## config.mk

```make
export PLATFORM = sky130hd
export DESIGN_NAME = num_entry_debounce
export DESIGN_NICKNAME = d
export VERILOG_FILES = /design/src/rtl/num_entry_debounce.sv
export SDC_FILE = /design/constraint.sdc
export NUM_CORES = 1
export LEC_CHECK = 0
export CAP_MARGIN = 40
export CORE_UTILIZATION = 50
export CTS_CLUSTER_DIAMETER = 200
export DETAILED_ROUTE_END_ITERATION = 16
export PLACE_DENSITY = 0.73
export SYNTH_ARGS = -nofsm -noshare
export SYNTH_HDL_FRONTEND = slang
export SYNTH_SLANG_ARGS = --single-unit
```

## constraint.sdc

```tcl
create_clock -name clk -period 4.55 [get_ports clk]
set_input_delay 0.91 -clock clk [delete_from_list [all_inputs] [get_ports clk]]
set_output_delay 0.91 -clock clk [all_outputs]
set_load 0.1 [all_outputs]
```

## src/rtl/num_entry_debounce.sv

```systemverilog
// Two-button number entry: synchronize, debounce and step two 4-bit operand nibbles.
// Optional auto-repeat on long holds is enabled by defining NUM_ENTRY_AUTOREPEAT_EN.
module num_entry_debounce #(
  parameter int unsigned DB_CNT     = 4,
  parameter int unsigned HOLD_TICKS = 64,
  parameter int unsigned REP_TICKS  = 16
) (
  input  logic       clk,
  input  logic       RSTN,
  input  logic       tick,
  input  logic [1:0] btn,
  input  logic       down,
  output logic [7:0] num,
  output logic [1:0] btn_pulse,
  output logic [1:0] btn_level
);

  typedef enum logic [1:0] {REL, REL_CHK, PRS, PRS_CHK} db_state_e;

  localparam logic [3:0] DB_LIM = 4'(DB_CNT);

  logic [1:0] sync1_q, sync2_q;
  logic [1:0] step;
  logic [7:0] num_q, num_d;
  logic [1:0] pulse_q, pulse_d;

  always_ff @(posedge clk or negedge RSTN) begin
    if (!RSTN) begin
      sync1_q <= '0;
      sync2_q <= '0;
    end else begin
      sync1_q <= btn;
      sync2_q <= sync1_q;
    end
  end

  for (genvar gi = 0; gi < 2; gi++) begin : g_btn
    db_state_e  state_q, state_d;
    logic [3:0] cnt_q, cnt_d;
    logic       press;
    logic       s;

    assign s = sync2_q[gi];

    always_comb begin
      state_d = state_q;
      cnt_d   = cnt_q;
      press   = 1'b0;
      if (tick) begin
        case (state_q)
          REL: begin
            if (s) begin
              if (DB_LIM == 4'd1) begin
                state_d = PRS;
                press   = 1'b1;
              end else begin
                state_d = REL_CHK;
                cnt_d   = 4'd1;
              end
            end
          end
          REL_CHK: begin
            if (!s) begin
              state_d = REL;
              cnt_d   = 4'd0;
            end else if (cnt_q + 4'd1 == DB_LIM) begin
              state_d = PRS;
              cnt_d   = 4'd0;
              press   = 1'b1;
            end else begin
              cnt_d = cnt_q + 4'd1;
            end
          end
          PRS: begin
            // With a one-sample debounce the release qualifies on its first sample.
            if (!s) begin
              if (DB_LIM == 4'd1) begin
                state_d = REL;
              end else begin
                state_d = PRS_CHK;
                cnt_d   = 4'd1;
              end
            end
          end
          PRS_CHK: begin
            if (s) begin
              state_d = PRS;
              cnt_d   = 4'd0;
            end else if (cnt_q + 4'd1 == DB_LIM) begin
              state_d = REL;
              cnt_d   = 4'd0;
            end else begin
              cnt_d = cnt_q + 4'd1;
            end
          end
          default: begin
            state_d = REL;
            cnt_d   = 4'd0;
          end
        endcase
      end
    end

    always_ff @(posedge clk or negedge RSTN) begin
      if (!RSTN) begin
        state_q <= REL;
        cnt_q   <= 4'd0;
      end else begin
        state_q <= state_d;
        cnt_q   <= cnt_d;
      end
    end

    assign btn_level[gi] = (state_q == PRS) || (state_q == PRS_CHK);

`ifdef NUM_ENTRY_AUTOREPEAT_EN
    localparam logic [15:0] HOLD_LIM = 16'(HOLD_TICKS);
    localparam logic [15:0] REP_LIM  = 16'(REP_TICKS);

    logic [15:0] hold_q, hold_d;
    logic        rep_q, rep_d;
    logic        repeat_step;
    logic        pressed_next;

    assign pressed_next = (state_d == PRS) || (state_d == PRS_CHK);

    // hold counts ticks since the last step; rep selects the initial or repeat interval.
    always_comb begin
      hold_d      = hold_q;
      rep_d       = rep_q;
      repeat_step = 1'b0;
      if (!pressed_next || press) begin
        hold_d = 16'd0;
        rep_d  = 1'b0;
      end else if (tick) begin
        if (hold_q + 16'd1 == (rep_q ? REP_LIM : HOLD_LIM)) begin
          repeat_step = 1'b1;
          hold_d      = 16'd0;
          rep_d       = 1'b1;
        end else begin
          hold_d = hold_q + 16'd1;
        end
      end
    end

    always_ff @(posedge clk or negedge RSTN) begin
      if (!RSTN) begin
        hold_q <= 16'd0;
        rep_q  <= 1'b0;
      end else begin
        hold_q <= hold_d;
        rep_q  <= rep_d;
      end
    end

    assign step[gi] = press | repeat_step;
`else
    assign step[gi] = press;
`endif
  end

  // Nibbles wrap independently; no carry or borrow crosses between A and B.
  always_comb begin
    num_d   = num_q;
    pulse_d = step;
    for (int i = 0; i < 2; i++) begin
      if (step[i]) begin
        num_d[4*i +: 4] = down ? (num_q[4*i +: 4] - 4'd1) : (num_q[4*i +: 4] + 4'd1);
      end
    end
  end

  always_ff @(posedge clk or negedge RSTN) begin
    if (!RSTN) begin
      num_q   <= 8'h00;
      pulse_q <= 2'b00;
    end else begin
      num_q   <= num_d;
      pulse_q <= pulse_d;
    end
  end

  assign num       = num_q;
  assign btn_pulse = pulse_q;

endmodule

```

==> key figures, run 1 <==
Status
  – Status: complete, no violations

GRT
  – First-pass GRT wire length: 4.871 mm
  – Grt total ovfl: 0
  – Largest net degree at the start of global routing: 18
  – GRT Overall Usage: 19.99%
  – Initial antenna violation count: 0
  – Vias in the first global route: 1099

STA
  – RSZ-0062 raised after global routing: no
  – Final setup fails: 0
  – TNS Setup: 0 ns
  – Rel. slew slack: 52.69%
  – Fin. Hold Viols: 0
  – Min Hold Slack: 0.3713 ns
  – Upper clock frequency limit: 0.4149 GHz
  – Worst Skew: 0.007062 ns
  – Count of pins over their slew limit: 0
  – Measured slew at the worst slew-check pin: 0.7075 ns
  – Crit path time final: 2.410 ns
  – Final Cycle Share: 52.97%

Synth
  – Post-synth ARST share: 100.0%
  – Seq/Total Area, Yosys: 45.41%
  – Syn Std Cell Area: 0.001433 mm²
  – Distinct cell type count after synthesis: 35
  – Simple-gate portion of the synthesized area: 15.37%
  – Combinational family with the most area after synthesis: simple AND/OR/NAND/NOR gates
  – Synth Area in Compound Gates: 14.67%
  – Yosys warnings: 0
  – Synth Area in Adders: 9.782%
  – Syn Nets: 146
  – Ys flop type: dfrtp_1
  – Synth Register Bits: 26
  – Synth Area in XOR/XNOR: 5.502%
  – Mux cell area share after synthesis: 5.502%
  – Cells after Synth: 130
  – Number of synthesized flops with an enable pin: 0
  – Post-synthesis average cell area: 11.02 µm²

Setup path
  – CP Max Fanout: 3
  – Worst Path Required: 3.64 ns
  – Setup crit start: num[0]
  – Critical path class: reg2out
  – Worst EP arrival: 1.50 ns
  – R2R cell count: 5
  – Worst reg2reg startpoint: g_btn[0].cnt_q[0]
  – Crit start category: flip-flop
  – Setup crit end kind: output port

Place
  – GPL Wtd Cong: 0.8013
  – Cells after DPL: 187
  – Hpwl dp: 2.107 mm
  – # port buffers: 17

Power
  – Gate power share: 52.7%
  – NetSw: 502.4 µW
  – Sequential share of power: 33.1%
  – Peak supply drop: 0.0005662 V
  – Overall power after layout: 1107 µW
  – Clock power frac: 14.2%
  – Cell-internal power: 604.3 µW
  – Leakage power: 0.0008371 µW
  – Net Sw Frac: 45.40%
  – Power Density: 593.3 mW/mm²

Routing
  – Final WL: 2.650 mm
  – Initial DRC Count: 23
  – 1st-pass router iterations: 4
  – Vias per cell: 5.513
  – Vias: 1053
  – Routed wire length per instance: 13.87 µm
  – DRC: 0
  – Detail Route Antenna Nets: 0

Final layout
  – Nets: 177
  – P&R area growth vs syn: 30.22%
  – Final core occ: 68.24%
  – Number of diodes: 0
  – Fin cells: 191
  – Filler cells: 198
  – Layout cell share with drive strength beyond 1: 18.75%

Clock network
  – CTS buffer count: 3
  – Worst-path clk slew: 0.14 ns
  – Setup Buffers After CTS: 0
  – H-tree depth: 1
  – Max Buffers Root-to-Sink: 2
  – CTS Sinks: 26
  – CTS tree: done
  – Post-CTS resize count: 0
  – Root Buffer: clkbuf_4
  – Worst-Skew Late Latency: 0.32 ns
  – Hold_buf cts: 0

Hold path
  – WHS Path Cells: 0
  – HP Class: reg2reg
  – Hold Startpoint: sync1_q[1]

Floorplan
  – Chip height: 55.53 µm
  – Core area: 0.002734 mm²
  – Die X-Extent: 55.53 µm
  – FP Rows: 19
  – IO Pins: 18
  – Initial core utilization: 52.40%
  – Die ar.: 0.003084 mm²

Run
  – Max cap viols: 0
-- power groups by stage --
| stage | clock network, µW | registers, µW | logic (µW) |
|---|---|---|---|
| 2_1_floorplan | 0 | 481 | 270 |
| 3_3_place_gp | 0 | 361 | 485 |
| 3_5_place_dp | 0 | 370 | 583 |
| 4_1_cts | 162 | 365 | 586 |
| 5_1_grt | 171 | 376 | 624 |
| 6_report | 157 | 366 | 583 |
-- cell usage after synthesis (2+ instances only) --
cell,number,area share [%]
a21bo_2,2,1.4
xor2_1,4,2.4
mux2i_1,3,2.1
mux2_2,2,1.6
nand3b_1,2,1.0
clkbuf_1,3,0.79
a21oi_1,9,3.1
inv_1,10,2.6
fa_1,2,2.8
dfrtp_1,26,45
nand4_1,2,0.87
o31ai_1,2,1.0
nor2b_1,4,1.7
and2b_1,2,1.0
nor3b_1,3,1.6
a31oi_4,2,3.0
nand3_1,7,2.4
ha_1,8,7.0
and3_1,3,1.3
nand2_1,6,1.6
nor2_1,3,0.79
a31oi_1,2,0.87
xnor2_1,5,3.1
nor4_2,2,1.7
o21ai_0,6,2.1
-- per-layer routing --
metal,share of wire [%],up-vias,track usage (%),wire (µm)
li1,-,520,-,-
met3,2.9,4,2.342,77
met5,0,-,0,0
met2,52,23,36.32,1365
met1,44,506,25.08,1172
met4,1.3,0,5.357,35
-- path summary, 6_finish.rpt --
| check | slack (ns) | end |
|---|---|---|
| min reg2reg | 0.37 | sync2_q[1] |
| max | 2.14 | num[0] |
| max reg2reg | 2.71 | num[2] |
| max in group asynchronous | 2.94 | sync1_q[1] |
| min in group asynchronous | 0.99 | g_btn[0].cnt_q[2] |
| min | 0.37 | sync2_q[1] |
-- layout by cell type, fill, tap and decap left out, types with 2 or more instances in the layout --
cell type,netlist,layout
xnor2_1,5,5
nor2b_1,4,4
mux2i_1,3,3
nand3b_1,2,2
clkbuf_4,0,3
a31oi_4,2,2
nor3b_1,3,3
nor2_1,3,3
a21bo_2,2,2
buf_8,0,12
nor4_2,2,2
and3_1,3,3
a31oi_1,2,2
fa_1,2,2
ha_1,8,8
nand2_1,6,6
clkdlybuf4s50_1,0,17
dfrtp_1,26,26
xor2_1,4,4
o31ai_1,2,2
inv_1,10,10
a21oi_1,9,9
o21ai_0,6,6
mux2_2,2,2
nand3_1,7,7
and2b_1,2,2
nand4_1,2,2
-- critical path: stages (launching register included) --
cell and delay, ns:
dfrtp_1 0.42, clkdlybuf4s50_1 0.55, buf_8 0.21
-- kinds of logic after synthesis --
logic type	Yosys count
XOR/XNOR	9
adder cells (fa/ha/maj)	10
AND/OR/NAND/NOR	36
buffers and inverters	14
multiplexers	7
AO/OA/AOI/OAI	28
flip-flops	26
-- layout make-up --
cell class	count	area [µm²]	area share, %
Clock buffer	3	22.52	1.207
Clock inverter	1	30.03	1.610
Timing Repair Buffer	30	357.8	19.18
Sequential cell	26	650.6	34.88
Multi-Input combinational cell	90	728.2	39.03
Tap cell	31	38.79	2.079
Inverter	10	37.54	2.012
-- registers in the layout (all words and copies together), names as in the netlist, named ones only --
name	count
btn_pulse	2
sync2_q	2
g_btn.state_q	2
sync1_q	2
num	8
g_btn.cnt_q	8
-- per-stage QoR --
stage | setup slack, ns | instance area, µm²
finish | 2.140 | 1866
global route | 2.072 | 1866
detailed placement | 1.853 | 1813
floorplan | 2.418 | 1433
CTS | 2.094 | 1866
global placement | 1.912 | 1633
(Power assumes the default switching activity.)
==> inputs of run 2 (changes only) <==
Settings changed: CORE_UTILIZATION 50 to 49, PLACE_DENSITY 0.73 to 0.75.
Clock period 4.55 ns to 2.07 ns, I/O delays scaled along.
==> run 2 against run 1 <==
  * Final cell count down 3.7%
  * First-iteration DRC count rose by 61%
  * Utilization decreased by 7.7 points
  * Count of clock-buffer cells in the layout is the same
  * Clock power up 32%
==> key figures, run 2 (synthesis results as in run 1) <==
Setup path
  – Setup crit start: g_btn[1].cnt_q[0]
  – R2r setup slk: 0.27 ns
  – Crit start category: flip-flop
  – Cell depth of the worst setup path: 5
  – CP Max Fanout: 8
  – Family with the most delay on the worst path: flip-flops
  – R2R cell count: 5
  – Worst Path Required: 2.28 ns
  – Buffers plus inverters on the worst setup path: 0
  – Worst reg2reg startpoint: g_btn[1].cnt_q[0]
  – Worst EP arrival: 2.01 ns
  – Critical path class: reg2reg
  – Setup crit end kind: flip-flop
  – Slowest stage delay, CP: 0.51 ns
  – Slowest-stage cell, CP: dfrtp_1
  – CP Cell Sequence: ha_1, nor3b_1, a31oi_4, nor2_1, mux2_1

Place
  – Hpwl dp: 1.949 mm
  – Post-place setup slack: -0.05460 ns
  – # port buffers: 17
  – GPL Wtd Cong: 0.8171

Floorplan
  – Die X-Extent: 56.07 µm
  – FP Rows: 19
  – Chip height: 56.07 µm
  – IO Pins: 18
  – Die ar.: 0.003144 mm²
  – Core area: 0.002758 mm²
  – Initial core utilization: 51.95%

Routing
  – 1st-pass router iterations: 4
  – Vias: 1056
  – Vias per cell: 5.739
  – DRC: 0
  – Detail Route Antenna Nets: 0
  – Routed wire length per instance: 13.86 µm
  – Final WL: 2.551 mm
  – Initial DRC Count: 37

STA
  – Worst Skew: 0.0009228 ns
  – Final Cycle Share: 86.76%
  – Upper clock frequency limit: 0.5568 GHz
  – Measured slew at the worst slew-check pin: 0.3948 ns
  – Final setup fails: 0
  – Setup ws final: 0.2741 ns
  – Rel. slew slack: 73.40%
  – Fin. Hold Viols: 0
  – Crit path time final: 1.796 ns
  – RSZ-0062 raised after global routing: no
  – Min Hold Slack: 0.3697 ns
  – Count of pins over their slew limit: 0

Clock network
  – Hold_buf cts: 0
  – CTS buffer count: 3
  – Post-CTS resize count: 0
  – Worst-Skew Late Latency: 0.31 ns
  – CTS tree: done
  – Setup Buffers After CTS: 0
  – Max Buffers Root-to-Sink: 2
  – H-tree depth: 1
  – Worst-path clk slew: 0.13 ns
  – Root Buffer: clkbuf_4
  – CTS Sinks: 26

Final layout
  – Layout cell share with drive strength beyond 1: 22.88%
  – Multi-input gate area: 728.2 µm²
  – Nets: 171
  – Commonest cells after routing, fill and taps aside: dfrtp_1, buf_4, inv_1
  – Number of diodes: 0
  – Filler cells: 234
  – P&R area growth vs syn: 16.59%
  – Most common cell after layout, fill and taps aside: dfrtp_1
  – Register area: 650.6 µm²

GRT
  – Initial antenna violation count: 0
  – Largest net degree at the start of global routing: 27
  – GRT Overall Usage: 19.19%
  – First-pass GRT wire length: 4.795 mm
  – Vias in the first global route: 1108
  – Grt total ovfl: 0

Status
  – Status: complete, no violations

Hold path
  – HP Class: reg2reg

Power
  – Leakage power: 0.0007802 µW
  – Power Density: 1262 mW/mm²
  – Peak supply drop: 0.001351 V

Run
  – Max cap viols: 0
## run 2: cell count changes in the layout (fill, tap and decap cells not counted)
cell / previous run / this run
buf_4: 1 / 19
clkdlybuf4s50_1: 17 / 5
buf_8: 12 / 0
bufinv_16: 1 / 0
## run 2: power by group
part	switching [µW]	leakage, µW	total, µW	internal [µW]
logic	754	0.000445	1100	349
clock network	140	0.0000138	208	68.1
registers	166	0.000322	797	631
total	1060	0.000780	2110	1050
## run 2: through the flow
step	utilization [%]	instance area, µm²	total power (µW)	instances	setup TNS (ns)
after global routing	60.57	1670	2253	184	0
after floorplan	-	1433	1651	130	0
final	60.57	1670	2108	184	0
after detailed placement	59.76	1648	1906	181	-0.1581
after CTS	60.57	1670	2121	184	0
after global placement	59.76	1648	1852	181	0
## run 2: worst min-delay path by stage
stage | endpoint | start | cells after the start
CTS | sync2_q[1] | sync1_q[1] | 0
global placement | sync2_q[1] | sync1_q[1] | 0
detailed placement | sync2_q[1] | sync1_q[1] | 0
global route | sync2_q[1] | sync1_q[1] | 0
floorplan | async pin | RSTN | 0
finish | sync2_q[1] | sync1_q[1] | 0
## run 2: metal layers
metal  GRT usage (%)  routed length, µm
met3           2.558                 98
met4           8.014                 40
met1           24.09               1193
met2           33.16               1219
met5               0                  0
## run 2: layout make-up
type                    instances  area share [%]
clock buffers                   3           1.348
well taps                      31           2.322
multi-input cells              90           43.60
flip-flops and latches         26           38.95
repair buffers                 24           11.54
inverters                      10           2.247
## run 2: worst reg2reg max path: stages, from the launching register on
cell and delay, ns:
dfrtp_1 0.51, ha_1 0.26, nor3b_1 0.34, a31oi_4 0.10, nor2_1 0.16, mux2_1 0.32
==> inputs of run 3 (changes only) <==
Settings changed: CORE_UTILIZATION 49 to 50, PLACE_DENSITY 0.75 to 0.73.
Clock period 2.07 ns to 1.89 ns, I/O delays scaled along.
==> run 3 against run 2 <==
  * Worst setup slack got worse by 0.12 ns
  * Sequential power rose by 10%
  * Die area fell by 1.9%
  * Final cell count rose by 2.2%
  * Maximum frequency rose by 3.4%
  * Critical path depth did not move
  * Count of clock-buffer cells in the layout rose by 1
==> key figures, run 3 (synthesis results as in run 1) <==
STA
  – Crit path time final: 1.737 ns
  – RSZ-0062 raised after global routing: no
  – Measured slew at the worst slew-check pin: 0.4027 ns
  – Final setup fails: 0
  – TNS Setup: 0 ns
  – Fin. Hold Viols: 0
  – Upper clock frequency limit: 0.5759 GHz
  – Final Cycle Share: 91.88%
  – Setup ws final: 0.1534 ns
  – Worst Skew: 0.01327 ns
  – Count of pins over their slew limit: 0
  – Rel. slew slack: 72.87%

GRT
  – Largest net degree at the start of global routing: 27
  – First-pass GRT wire length: 4.505 mm
  – GRT Overall Usage: 18.56%
  – Initial antenna violation count: 0
  – Vias in the first global route: 1043
  – Grt total ovfl: 0

Routing
  – Detail Route Antenna Nets: 0
  – Vias per cell: 5.537
  – Metal3 WL: 85 µm
  – Initial DRC Count: 17
  – Routed wire length per instance: 13.29 µm
  – Top Metal Used: met4
  – 1st-pass router iterations: 4
  – Vias: 1041
  – Final WL: 2.499 mm
  – Met2 routed WL: 1.251 mm
  – DRC: 0
  – Wl on met1: 1.136 mm

Clock network
  – Worst-path clk slew: 0.15 ns
  – Hold_buf cts: 0
  – CTS buffer count: 3
  – CTS Sinks: 26
  – H-tree depth: 1
  – Max Buffers Root-to-Sink: 2
  – Post-CTS resize count: 0
  – Worst-Skew Late Latency: 0.33 ns
  – Root Buffer: clkbuf_4
  – CTS tree: done
  – Setup Buffers After CTS: 0

Setup path
  – CP Max Fanout: 6
  – Worst EP arrival: 1.98 ns
  – R2R cell count: 5
  – Slowest stage delay, CP: 0.47 ns
  – Setup crit start: g_btn[0].cnt_q[1]
  – Worst reg2reg startpoint: g_btn[0].cnt_q[1]
  – CP Cell Sequence: ha_1, nor3b_1, a31oi_4, nor2_1, mux2_2
  – Crit start category: flip-flop
  – R2r setup slk: 0.15 ns
  – Setup crit end kind: flip-flop
  – Slowest-stage cell, CP: dfrtp_1
  – Critical path class: reg2reg
  – Worst Path Required: 2.13 ns

Floorplan
  – Initial core utilization: 52.40%
  – Die X-Extent: 55.53 µm
  – FP Rows: 19
  – Core area: 0.002734 mm²
  – Chip height: 55.53 µm
  – Die ar.: 0.003084 mm²
  – IO Pins: 18

Power
  – Clock power frac: 11.1%
  – Gate power share: 54.9%
  – Power Density: 1399 mW/mm²
  – Net Sw Frac: 46.57%
  – Leakage power: 0.0008435 µW
  – Overall power after layout: 2580 µW
  – NetSw: 1202 µW
  – Peak supply drop: 0.001308 V
  – Cell-internal power: 1379 µW
  – Sequential share of power: 34.0%

Hold path
  – Hold Path Sink: sync2_q[1]
  – HP Class: reg2reg
  – Hold Startpoint: sync1_q[1]
  – WHS Path Cells: 0

Place
  – GPL Wtd Cong: 0.8046
  – Hpwl dp: 1.964 mm
  – Cells after DPL: 184
  – Post-place setup slack: -0.1822 ns
  – Post-place instance area: 0.001803 mm²
  – # port buffers: 17

Final layout
  – Number of diodes: 0
  – Fin cells: 188
  – Filler cells: 196
  – Layout cell share with drive strength beyond 1: 29.30%
  – Nets: 174
  – Commonest cells after routing, fill and taps aside: dfrtp_1, buf_4, inv_1, buf_12, a21oi_1
  – P&R area growth vs syn: 28.73%
  – Most common cell after layout, fill and taps aside: dfrtp_1
  – Post-route cell area: 0.001844 mm²

Status
  – Status: complete, no violations

Run
  – Max cap viols: 0
run 3: worst max-delay path by stage:
| stage | cells past startpoint | slack, ns | to |
|---|---|---|---|
| 2_1_floorplan | 5 | 0.14 | num[7] |
| 3_3_place_gp | 5 | -0.14 | num[6] |
| 3_5_place_dp | 5 | -0.18 | num[2] |
| 4_1_cts | 5 | 0.15 | flip-flop |
| 5_1_grt | 5 | 0.08 | flip-flop |
| 6_report | 5 | 0.15 | flip-flop |
run 3: routing by layer:
layer  up-vias  track usage (%)
li1        510                -
met1       500            23.69
met2        27            31.15
met3         4            2.342
met4         0            8.929
met5         -                0
run 3: area by class of cell:
cell class	instances	area, µm²	area share (%)
clock buffers	4	36.28	1.967
inverters	10	37.54	2.035
multi-input cells	90	733.2	39.76
flip-flops and latches	26	658.1	35.69
well taps	31	38.79	2.103
repair buffers	27	340.3	18.45
run 3: critical path, delay by kind of cell (launching register included):
| family | cells | cell delay [ns] |
|---|---|---|
| AOI/OAI and AO/OA | 1 | 0.08 |
| adders and majority gates | 1 | 0.20 |
| DFF | 1 | 0.47 |
| muxes | 1 | 0.35 |
| and+or+nand+nor | 2 | 0.54 |
run 3: power groups by stage:
stage | Clock, µW | Combinational (µW) | Sequential (µW)
floorplan | 0 | 649 | 1170
global placement | 0 | 1380 | 877
detailed placement | 0 | 1420 | 886
CTS | 301 | 1420 | 875
global route | 312 | 1520 | 901
finish | 286 | 1420 | 877
run 3: stage by stage:
step	hold WS, ns	utilization, %
2_1_floorplan	0.08241	-
3_3_place_gp	0.3370	65.95
3_5_place_dp	0.3355	65.95
4_1_cts	0.3779	67.28
5_1_grt	0.3816	67.46
6_report	0.3698	67.46
